--- config.mk ---
export PLATFORM = sky130hd
export DESIGN_NAME = mem_access_seq_flat
export DESIGN_NICKNAME = d
export VERILOG_FILES = /design/src/rtl/mem_access_seq_if.sv /design/src/rtl/mem_access_seq.sv /design/src/flat_wrapper.sv
export SDC_FILE = /design/constraint.sdc
export NUM_CORES = 1
export LEC_CHECK = 0
export CAP_MARGIN = 25
export CORE_MARGIN = 10
export CORE_UTILIZATION = 39
export CTS_CLUSTER_DIAMETER = 30
export DETAILED_ROUTE_END_ITERATION = 10
export PLACE_DENSITY = 0.87
export SYNTH_ARGS = -nofsm -noshare
export SYNTH_HDL_FRONTEND = slang
export SYNTH_SLANG_ARGS = --single-unit
--- constraint.sdc ---
create_clock -name clk -period 2.66 [get_ports clk]
set_input_delay 0.399 -clock clk [delete_from_list [all_inputs] [get_ports clk]]
set_output_delay 0.399 -clock clk [all_outputs]
set_load 0.05 [all_outputs]
--- src/rtl/mem_access_seq_if.sv ---
// Request, memory and merge-unit signals of the memory-access sequencer.
// The sequencer takes the slave view; whatever drives requests and models memory takes the master view.
interface mem_access_seq_if;
  logic        start;
  logic [2:0]  op;
  logic [31:0] addr;
  logic [31:0] ls_out;
  logic [31:0] mem_rdata;
  logic [31:0] mem_addr;
  logic        mem_rd;
  logic        mem_wr;
  logic [31:0] mem_wdata;
  logic [31:0] mdr;
  logic [2:0]  ls_ctrl;
  logic        busy;
  logic        done;
  logic        wb_en;
  logic        err;

  modport slave (
    input  start, op, addr, ls_out, mem_rdata,
    output mem_addr, mem_rd, mem_wr, mem_wdata, mdr, ls_ctrl, busy, done, wb_en, err
  );

  modport master (
    output start, op, addr, ls_out, mem_rdata,
    input  mem_addr, mem_rd, mem_wr, mem_wdata, mdr, ls_ctrl, busy, done, wb_en, err
  );
endinterface

--- src/rtl/mem_access_seq.sv ---
// Multicycle memory-access sequencer: owns the MDR, issues reads/writes with a fixed read
// latency and steps the load/store merge unit through loads, stores and read-modify-writes.
module mem_access_seq #(
  parameter int unsigned MEM_LATENCY = 1
) (
  input logic             clk,
  input logic             reset,
  mem_access_seq_if.slave bus
);

  typedef enum logic [2:0] {StIdle, StRead, StWait, StLs, StWrite, StDone} state_e;

  localparam logic [3:0] LatLoad = 4'(MEM_LATENCY - 1);

  localparam logic [2:0] OpLw = 3'b001;
  localparam logic [2:0] OpLh = 3'b010;
  localparam logic [2:0] OpLb = 3'b011;
  localparam logic [2:0] OpSw = 3'b100;
  localparam logic [2:0] OpSh = 3'b101;
  localparam logic [2:0] OpSb = 3'b110;

  state_e      state_q, state_d;
  logic [2:0]  op_q, op_d;
  logic [31:0] addr_q, addr_d;
  logic [3:0]  cnt_q, cnt_d;
  logic [31:0] mdr_q, mdr_d;
  logic        err_q, err_d;

  logic        req_ok;
  logic        op_q_load;
  logic        mem_rd, mem_wr;
  logic [31:0] mem_wdata;
  logic [2:0]  ls_ctrl;
  logic        done, wb_en, err;

  // Alignment is judged on the raw request, before anything is latched.
  always_comb begin
    case (bus.op)
      OpLw, OpSw: req_ok = (bus.addr[1:0] == 2'b00);
      OpLh, OpSh: req_ok = ~bus.addr[0];
      OpLb, OpSb: req_ok = 1'b1;
      default:    req_ok = 1'b0;
    endcase
  end

  assign op_q_load = (op_q == OpLw) || (op_q == OpLh) || (op_q == OpLb);

  always_comb begin
    state_d   = state_q;
    op_d      = op_q;
    addr_d    = addr_q;
    cnt_d     = cnt_q;
    mdr_d     = mdr_q;
    err_d     = err_q;
    mem_rd    = 1'b0;
    mem_wr    = 1'b0;
    mem_wdata = 32'h0;
    ls_ctrl   = 3'b000;
    done      = 1'b0;
    wb_en     = 1'b0;
    err       = 1'b0;

    unique case (state_q)
      StIdle: begin
        if (bus.start) begin
          op_d   = bus.op;
          addr_d = bus.addr;
          err_d  = ~req_ok;
          if (!req_ok) begin
            state_d = StDone;
          end else if (bus.op == OpSw) begin
            state_d = StLs;
          end else begin
            state_d = StRead;
          end
        end
      end
      StRead: begin
        mem_rd  = 1'b1;
        cnt_d   = LatLoad;
        state_d = StWait;
      end
      StWait: begin
        if (cnt_q == 4'd0) begin
          mdr_d   = bus.mem_rdata;
          state_d = StLs;
        end else begin
          cnt_d = cnt_q - 4'd1;
        end
      end
      StLs: begin
        ls_ctrl = op_q;
        state_d = op_q_load ? StDone : StWrite;
      end
      StWrite: begin
        // Control stays on op_q so the merged word is still on ls_out here.
        ls_ctrl   = op_q;
        mem_wr    = 1'b1;
        mem_wdata = bus.ls_out;
        state_d   = StDone;
      end
      StDone: begin
        ls_ctrl = op_q;
        done    = 1'b1;
        err     = err_q;
        wb_en   = op_q_load & ~err_q;
        state_d = StIdle;
      end
      default: state_d = StIdle;
    endcase
  end

  always_ff @(posedge clk) begin
    if (reset) begin
      state_q <= StIdle;
      op_q    <= 3'b000;
      addr_q  <= 32'h0;
      cnt_q   <= 4'd0;
      mdr_q   <= 32'h0;
      err_q   <= 1'b0;
    end else begin
      state_q <= state_d;
      op_q    <= op_d;
      addr_q  <= addr_d;
      cnt_q   <= cnt_d;
      mdr_q   <= mdr_d;
      err_q   <= err_d;
    end
  end

  assign bus.mem_addr  = {addr_q[31:2], 2'b00};
  assign bus.mem_rd    = mem_rd;
  assign bus.mem_wr    = mem_wr;
  assign bus.mem_wdata = mem_wdata;
  assign bus.mdr       = mdr_q;
  assign bus.ls_ctrl   = ls_ctrl;
  assign bus.busy      = (state_q != StIdle);
  assign bus.done      = done;
  assign bus.wb_en     = wb_en;
  assign bus.err       = err;

  a_rd_wr_exclusive : assert property (@(posedge clk) disable iff (reset)
    !(bus.mem_rd && bus.mem_wr));

  a_done_single : assert property (@(posedge clk) disable iff (reset)
    bus.done |=> !bus.done);

endmodule

--- src/flat_wrapper.sv ---
// flat-port wrapper written by rule: the top's interface ports become plain ports
module mem_access_seq_flat 
#(
  parameter int unsigned MEM_LATENCY = 1
)
  (clk, reset, bus_start, bus_op, bus_addr, bus_ls_out, bus_mem_rdata, bus_mem_addr, bus_mem_rd, bus_mem_wr, bus_mem_wdata, bus_mdr, bus_ls_ctrl, bus_busy, bus_done, bus_wb_en, bus_err);
  mem_access_seq_if bus_i ();
  input logic clk;
  input logic reset;
  input wire logic [$bits(bus_i.start)-1:0] bus_start;
  input wire logic [$bits(bus_i.op)-1:0] bus_op;
  input wire logic [$bits(bus_i.addr)-1:0] bus_addr;
  input wire logic [$bits(bus_i.ls_out)-1:0] bus_ls_out;
  input wire logic [$bits(bus_i.mem_rdata)-1:0] bus_mem_rdata;
  output wire logic [$bits(bus_i.mem_addr)-1:0] bus_mem_addr;
  output wire logic [$bits(bus_i.mem_rd)-1:0] bus_mem_rd;
  output wire logic [$bits(bus_i.mem_wr)-1:0] bus_mem_wr;
  output wire logic [$bits(bus_i.mem_wdata)-1:0] bus_mem_wdata;
  output wire logic [$bits(bus_i.mdr)-1:0] bus_mdr;
  output wire logic [$bits(bus_i.ls_ctrl)-1:0] bus_ls_ctrl;
  output wire logic [$bits(bus_i.busy)-1:0] bus_busy;
  output wire logic [$bits(bus_i.done)-1:0] bus_done;
  output wire logic [$bits(bus_i.wb_en)-1:0] bus_wb_en;
  output wire logic [$bits(bus_i.err)-1:0] bus_err;
  assign bus_i.start = bus_start;
  assign bus_i.op = bus_op;
  assign bus_i.addr = bus_addr;
  assign bus_i.ls_out = bus_ls_out;
  assign bus_i.mem_rdata = bus_mem_rdata;
  assign bus_mem_addr = bus_i.mem_addr;
  assign bus_mem_rd = bus_i.mem_rd;
  assign bus_mem_wr = bus_i.mem_wr;
  assign bus_mem_wdata = bus_i.mem_wdata;
  assign bus_mdr = bus_i.mdr;
  assign bus_ls_ctrl = bus_i.ls_ctrl;
  assign bus_busy = bus_i.busy;
  assign bus_done = bus_i.done;
  assign bus_wb_en = bus_i.wb_en;
  assign bus_err = bus_i.err;
  mem_access_seq #(.MEM_LATENCY(MEM_LATENCY)) u_core (.clk(clk), .reset(reset), .bus(bus_i));
endmodule
Word-level counts from Yosys, hierarchy flattened
Index checks and enable logic that the tools add are counted.
Widths: inputs -> output; s select.

word-level totals
  word-level logic and storage cells = 59
  register bits after elaboration = 75
  output and inout port bits = 105

cells by class
  bitwise operators = 4
  equality and inequality tests = 17
  mux-type cells = 16
  add/subtract/negate cells = 1
  reduce and logical (&&, ||, !) cells = 15

operators by type and width
  kind                 number
  $mux 32              1
  $eq 3x2->1 const B   6
  $eq 3x3->1 const B   5
  $pmux 3 s5           1
  $mux 3               4
  $eq 3x1->1 const B   3
  $pmux 4 s2           1
  $reduce_and 2->1     4
  $mux 1               6
  $reduce_or 2->1      3
  $logic_not 4->1      1
  $mux 4               1
  $ne 2x2->1 const B   2
  $sub 4x1->4 const B  1
  $logic_not 3->1      1
  $not 1->1            3
  $pmux 1 s3           1
  $reduce_bool 3->1    1
  $reduce_or 3->1      1
  $logic_not 2->1      1
  $logic_or 1x1->1     2
  $mux 2               1
  $ne 2x1->1 const B   1
  $reduce_bool 2->1    1
  $and 1x1->1          1

Depth between registers and ports, before layout
  word-level depth = 6
  depth in mapped cells = 8
  depth with buffers taken out = 6

Least setup slack after synthesis
Ideal clock, no wire load.

  path kind = reg-to-output
  start = register u_core.state_q[2]
  end = output port bus_wb_en
  required time = 2.261 ns
  path slack = 0.440 ns
  arrival time = 1.821 ns
  stages on the path, launching flop included = 6
  buffers on the path = 2
  path through = dfxtp_1 > buf_6 > buf_2 > and2_1 > nand2_1 > nor2_1

on the way
  longest elaborated chain between the ends = 2

RTL lines
  what                    RTL line               RTL
  from (decl)             mem_access_seq.sv:22   state_e state_q, state_d;
  from (signal assigned)  mem_access_seq.sv:115  state_q <= StIdle;
  from (signal assigned)  mem_access_seq.sv:122  state_q <= state_d;
  $eq 3x3->1              mem_access_seq.sv:63   unique case (state_q)
  $mux 1                  mem_access_seq.sv:63
  to (decl)               flat_wrapper.sv:23     output wire logic [$bits(bus_i.wb_en)-1:0] bus_wb_en;

Every way passes these cells.

Final worst setup path
  start = register u_core.state_q[2]
  end = output port bus_mem_wdata[15]

on the way
  longest elaborated chain between the ends = 2

RTL lines
  what        RTL line              RTL
  $eq 3x3->1  mem_access_seq.sv:63
  $mux 32     mem_access_seq.sv:63
  to (decl)   flat_wrapper.sv:18    output wire logic [$bits(bus_i.mem_wdata)-1:0] bus_mem_wdata;

Every way passes these cells.

==> run_results.csv <==
group,metric,value,unit
outcome,outcome,"finished, final reports clean",
floorplanning,core,0.007727,mm^2
placement,dp_hpwl,9620,um
detailed_routing,drt_iter0_drc,135,
finish,fin_cells,696,
grt,grt_pass1_vias,3521,
detailed_routing,wire_per_inst,17.19,um
floorplanning,ioPinCount,207,
setup_path,slowest_delay,0.61,ns
clocking,cts.clk_slew.worst_paths,0.07,ns
floorplanning,die_h,109.3,um
detailed_routing,vias,3392,
synth,synth_area,0.003108,mm^2
grt,grt_pass1_wl,18160,um
sta,post-route-period-util,81.93,%
finish,layout.nets,693,
detailed_routing,firstDrtPassIters,4,
sta,setup_violations,0,
sta,worst_slew_pin_slew,0.5460,ns
clocking,cts_setup_buffers,0,
finish,syn2layout_area_growth,84.82,%
finish,drive_above_1_share,12.12,%
synth,yosys.area.top_type_share,47.02,%
detailed_routing,viasPerCell,4.874,
detailed_routing,drc,0,
sta,min_period,2.179,ns
synth,yosys_warnings,0,
detailed_routing,drtAntennaViolNets,0,
floorplanning,die_x,109.3,um
finish,ff_latch_area,0.001461,mm^2
setup_path,worstSetupStartpointType,"flip-flop",
finish,antenna_cells,0,
grt,grt_max_degree,41,
power,peakVddDrop,0.5384,mV
clocking,insertion_delay,0.34,ns
finish,n_fill_cell,544,
power,p_leak,2.246,nW
setup_path,r2r-end,"u_core.addr_q[8]",
hold_path,min_from,"u_core.bus.mdr[2]",
synth,syn_area_per_cell,7.789,um^2
synth,synth_top_cell_by_area,"dfxtp_1",
sta,worst_clock_skew,0.01175,ns
floorplanning,fp.dieArea,0.01194,mm^2
hold_path,hold_depth,2,
clocking,cts-root-buf,"clkbuf_8",
synth,async_flop_share,0,%
sta,report.final.hold_viol_count,0,
setup_path,reg2reg_from,"u_core.state_q[2]",
clocking,cts_tree,"done",
placement,place_inst,680,
hold_path,holdPathEnd,"u_core.bus.mdr[2]",
finish,multi_input_area,0.001438,mm^2
hold_path,hold_path.class,"reg -> reg",
sta,drv_slew,0,
clocking,clock_path_buffers,2,
sta,worst_slack,0.4806,ns
setup_path,r2r_cells,5,
clocking,htree_levels,3,
grt,grt.overflow.total,0,
sta,clock.fmax,458.8,MHz
grt,track_usage,19.19,%
synth,ys_ff_latch,73,
setup_path,critPathCaptureType,"output pin",
setup_path,required,2.26,ns
placement,gp_congestion,0.8047,
setup_path,worstSetupPathType,"reg -> out",
grt,grt_antenna_before_repair,0,
synth,synthTopCellsByArea,"dfxtp_1, nand2_1, a21oi_1, and3_1, buf_6",
synth,ys_seq_area_share,47.02,%
placement,pre_cts_ws,0.5064,ns
power,powerDensity,983.3,mW/mm^2
synth,synth_cell_types,36,
synth,synth_edf_count,0,
setup_path,regToRegSetupSlack,0.88,ns
synth,ys.flop_type,"dfxtp_1",
finish,final_util,74.34,%
sta,hold_ws,0.4539,ns
sta,slew_headroom,63.49,%
clocking,cts.sinks,73,
synth,synthCells,399,
setup_path,path_cells,"buf_4 > and3_1 > buf_12",
clocking,cts_buffers,9,
floorplanning,num_rows,32,
sta,final.setup.tns,0,ns
job,cap_violations,0,
setup_path,critPathArrivalTime,1.78,ns
clocking,hold_buffers,0,
placement,io_buffers,204,
floorplanning,start_util,40.22,%
setup_path,worstPathMaxFanout,35,
setup_path,cp_slowest_cell,"dfxtp_1",
sta,rsz0062_at_grt,"false",
detailed_routing,drt_wl_total,11960,um
-- registers in the layout, indices dropped and copies added (netlist names) --
register / cells
u_core.op_q: 3
u_core.cnt_q: 4
u_core.addr_q: 30
u_core.bus.mdr: 32
u_core.state_q: 3
u_core.err_q: 1
-- cell type report --
cell class,count,share of cell area (%)
Clock inverter,5,1.786
Clock buffer,11,2.461
Sequential cell,73,25.44
Inverter,3,0.1960
Tap cell,102,2.222
Timing Repair Buffer,212,42.87
Multi-Input combinational cell,290,25.03
-- synthesized netlist by cell type, drive strengths merged (3+ instances only) --
| library cell | instances |
|---|---|
| nand2 | 134 |
| dfxtp | 73 |
| a21oi | 68 |
| and3 | 35 |
| clkbuf | 20 |
| nor2 | 15 |
| buf | 14 |
| and2 | 6 |
| nor3 | 4 |
| xnor2 | 4 |
| inv | 3 |
| nor4b | 3 |
-- cells in the final DEF, fill, tap and decap left out, types with 2 or more instances in the layout --
cell and instances:
ha_1 2, and2_1 6, nor3_2 2, dfxtp_1 73, nor2b_1 2, a21oi_1 68
xnor2_1 4, buf_4 11, clkbuf_8 10, buf_12 37, nand2_1 134, nor2_1 14
conb_1 2, nor4b_2 2, bufinv_16 3, and3_1 35, inv_1 3, clkdlybuf4s50_1 162
-- per-layer routing --
| metal | global-route usage, % | up-vias | part of all wire [%] |
|---|---|---|---|
| met3 | 9.676 | 14 | 13 |
| li1 | - | 1680 | - |
| met5 | 0 | - | 0 |
| met2 | 36.89 | 162 | 54 |
| met4 | 6.227 | 0 | 1.6 |
| met1 | 16.89 | 1536 | 32 |
-- critical path: cells and delay by family (launching register included) --
kind	cells	cell delay [ns]
buffers and inverters	2	0.53
flip-flops	1	0.61
AND/OR/NAND/NOR	1	0.31
-- power breakdown --
part           switching, W  total, W  internal (W)
registers          0.000169   0.00149       0.00132
logic               0.00196   0.00312       0.00116
clock network      0.000392   0.00104      0.000648
total               0.00252   0.00565       0.00313
-- repair_timing --
action / in CTS / in global routing
gates resized for setup: 0 / 1
endpoints found under the setup margin: 0 / 1
endpoints found under the hold margin: 0 / 0
-- worst max path at each step --
stage / depth (start not counted) / slack, ns / to / from
2_1_floorplan: 5 / 0.44 / bus_wb_en / u_core.state_q[2]
4_1_cts: 3 / 0.09 / bus_mem_rd / u_core.state_q[0]
5_1_grt: 3 / 0.38 / bus_mem_rd / u_core.state_q[0]
6_report: 3 / 0.48 / bus_mem_wdata[15] / u_core.state_q[2]
3_3_place_gp: 3 / 0.53 / bus_mem_rd / u_core.state_q[0]
3_5_place_dp: 3 / 0.51 / bus_mem_rd / u_core.state_q[0]
-- cell families after synthesis --
| group | Yosys count | share of synthesized area, % |
|---|---|---|
| other | 1 | 0.1207 |
| AOI/OAI and AO/OA | 74 | 12.44 |
| buffers and inverters | 37 | 6.844 |
| muxes | 1 | 0.3221 |
| DFF | 73 | 47.02 |
| adders and majority gates | 2 | 0.8050 |
| and+or+nand+nor | 207 | 31.32 |
| xor gates and xnor gates | 4 | 1.127 |
-- through the flow --
stage | total power [W] | instance area [um^2]
floorplan | 0.003489 | 3112
global placement | 0.004560 | 5498
detailed placement | 0.004648 | 5498
CTS | 0.005705 | 5742
finish | 0.005648 | 5744
global route | 0.005944 | 5744
(Power assumes the default switching activity.)
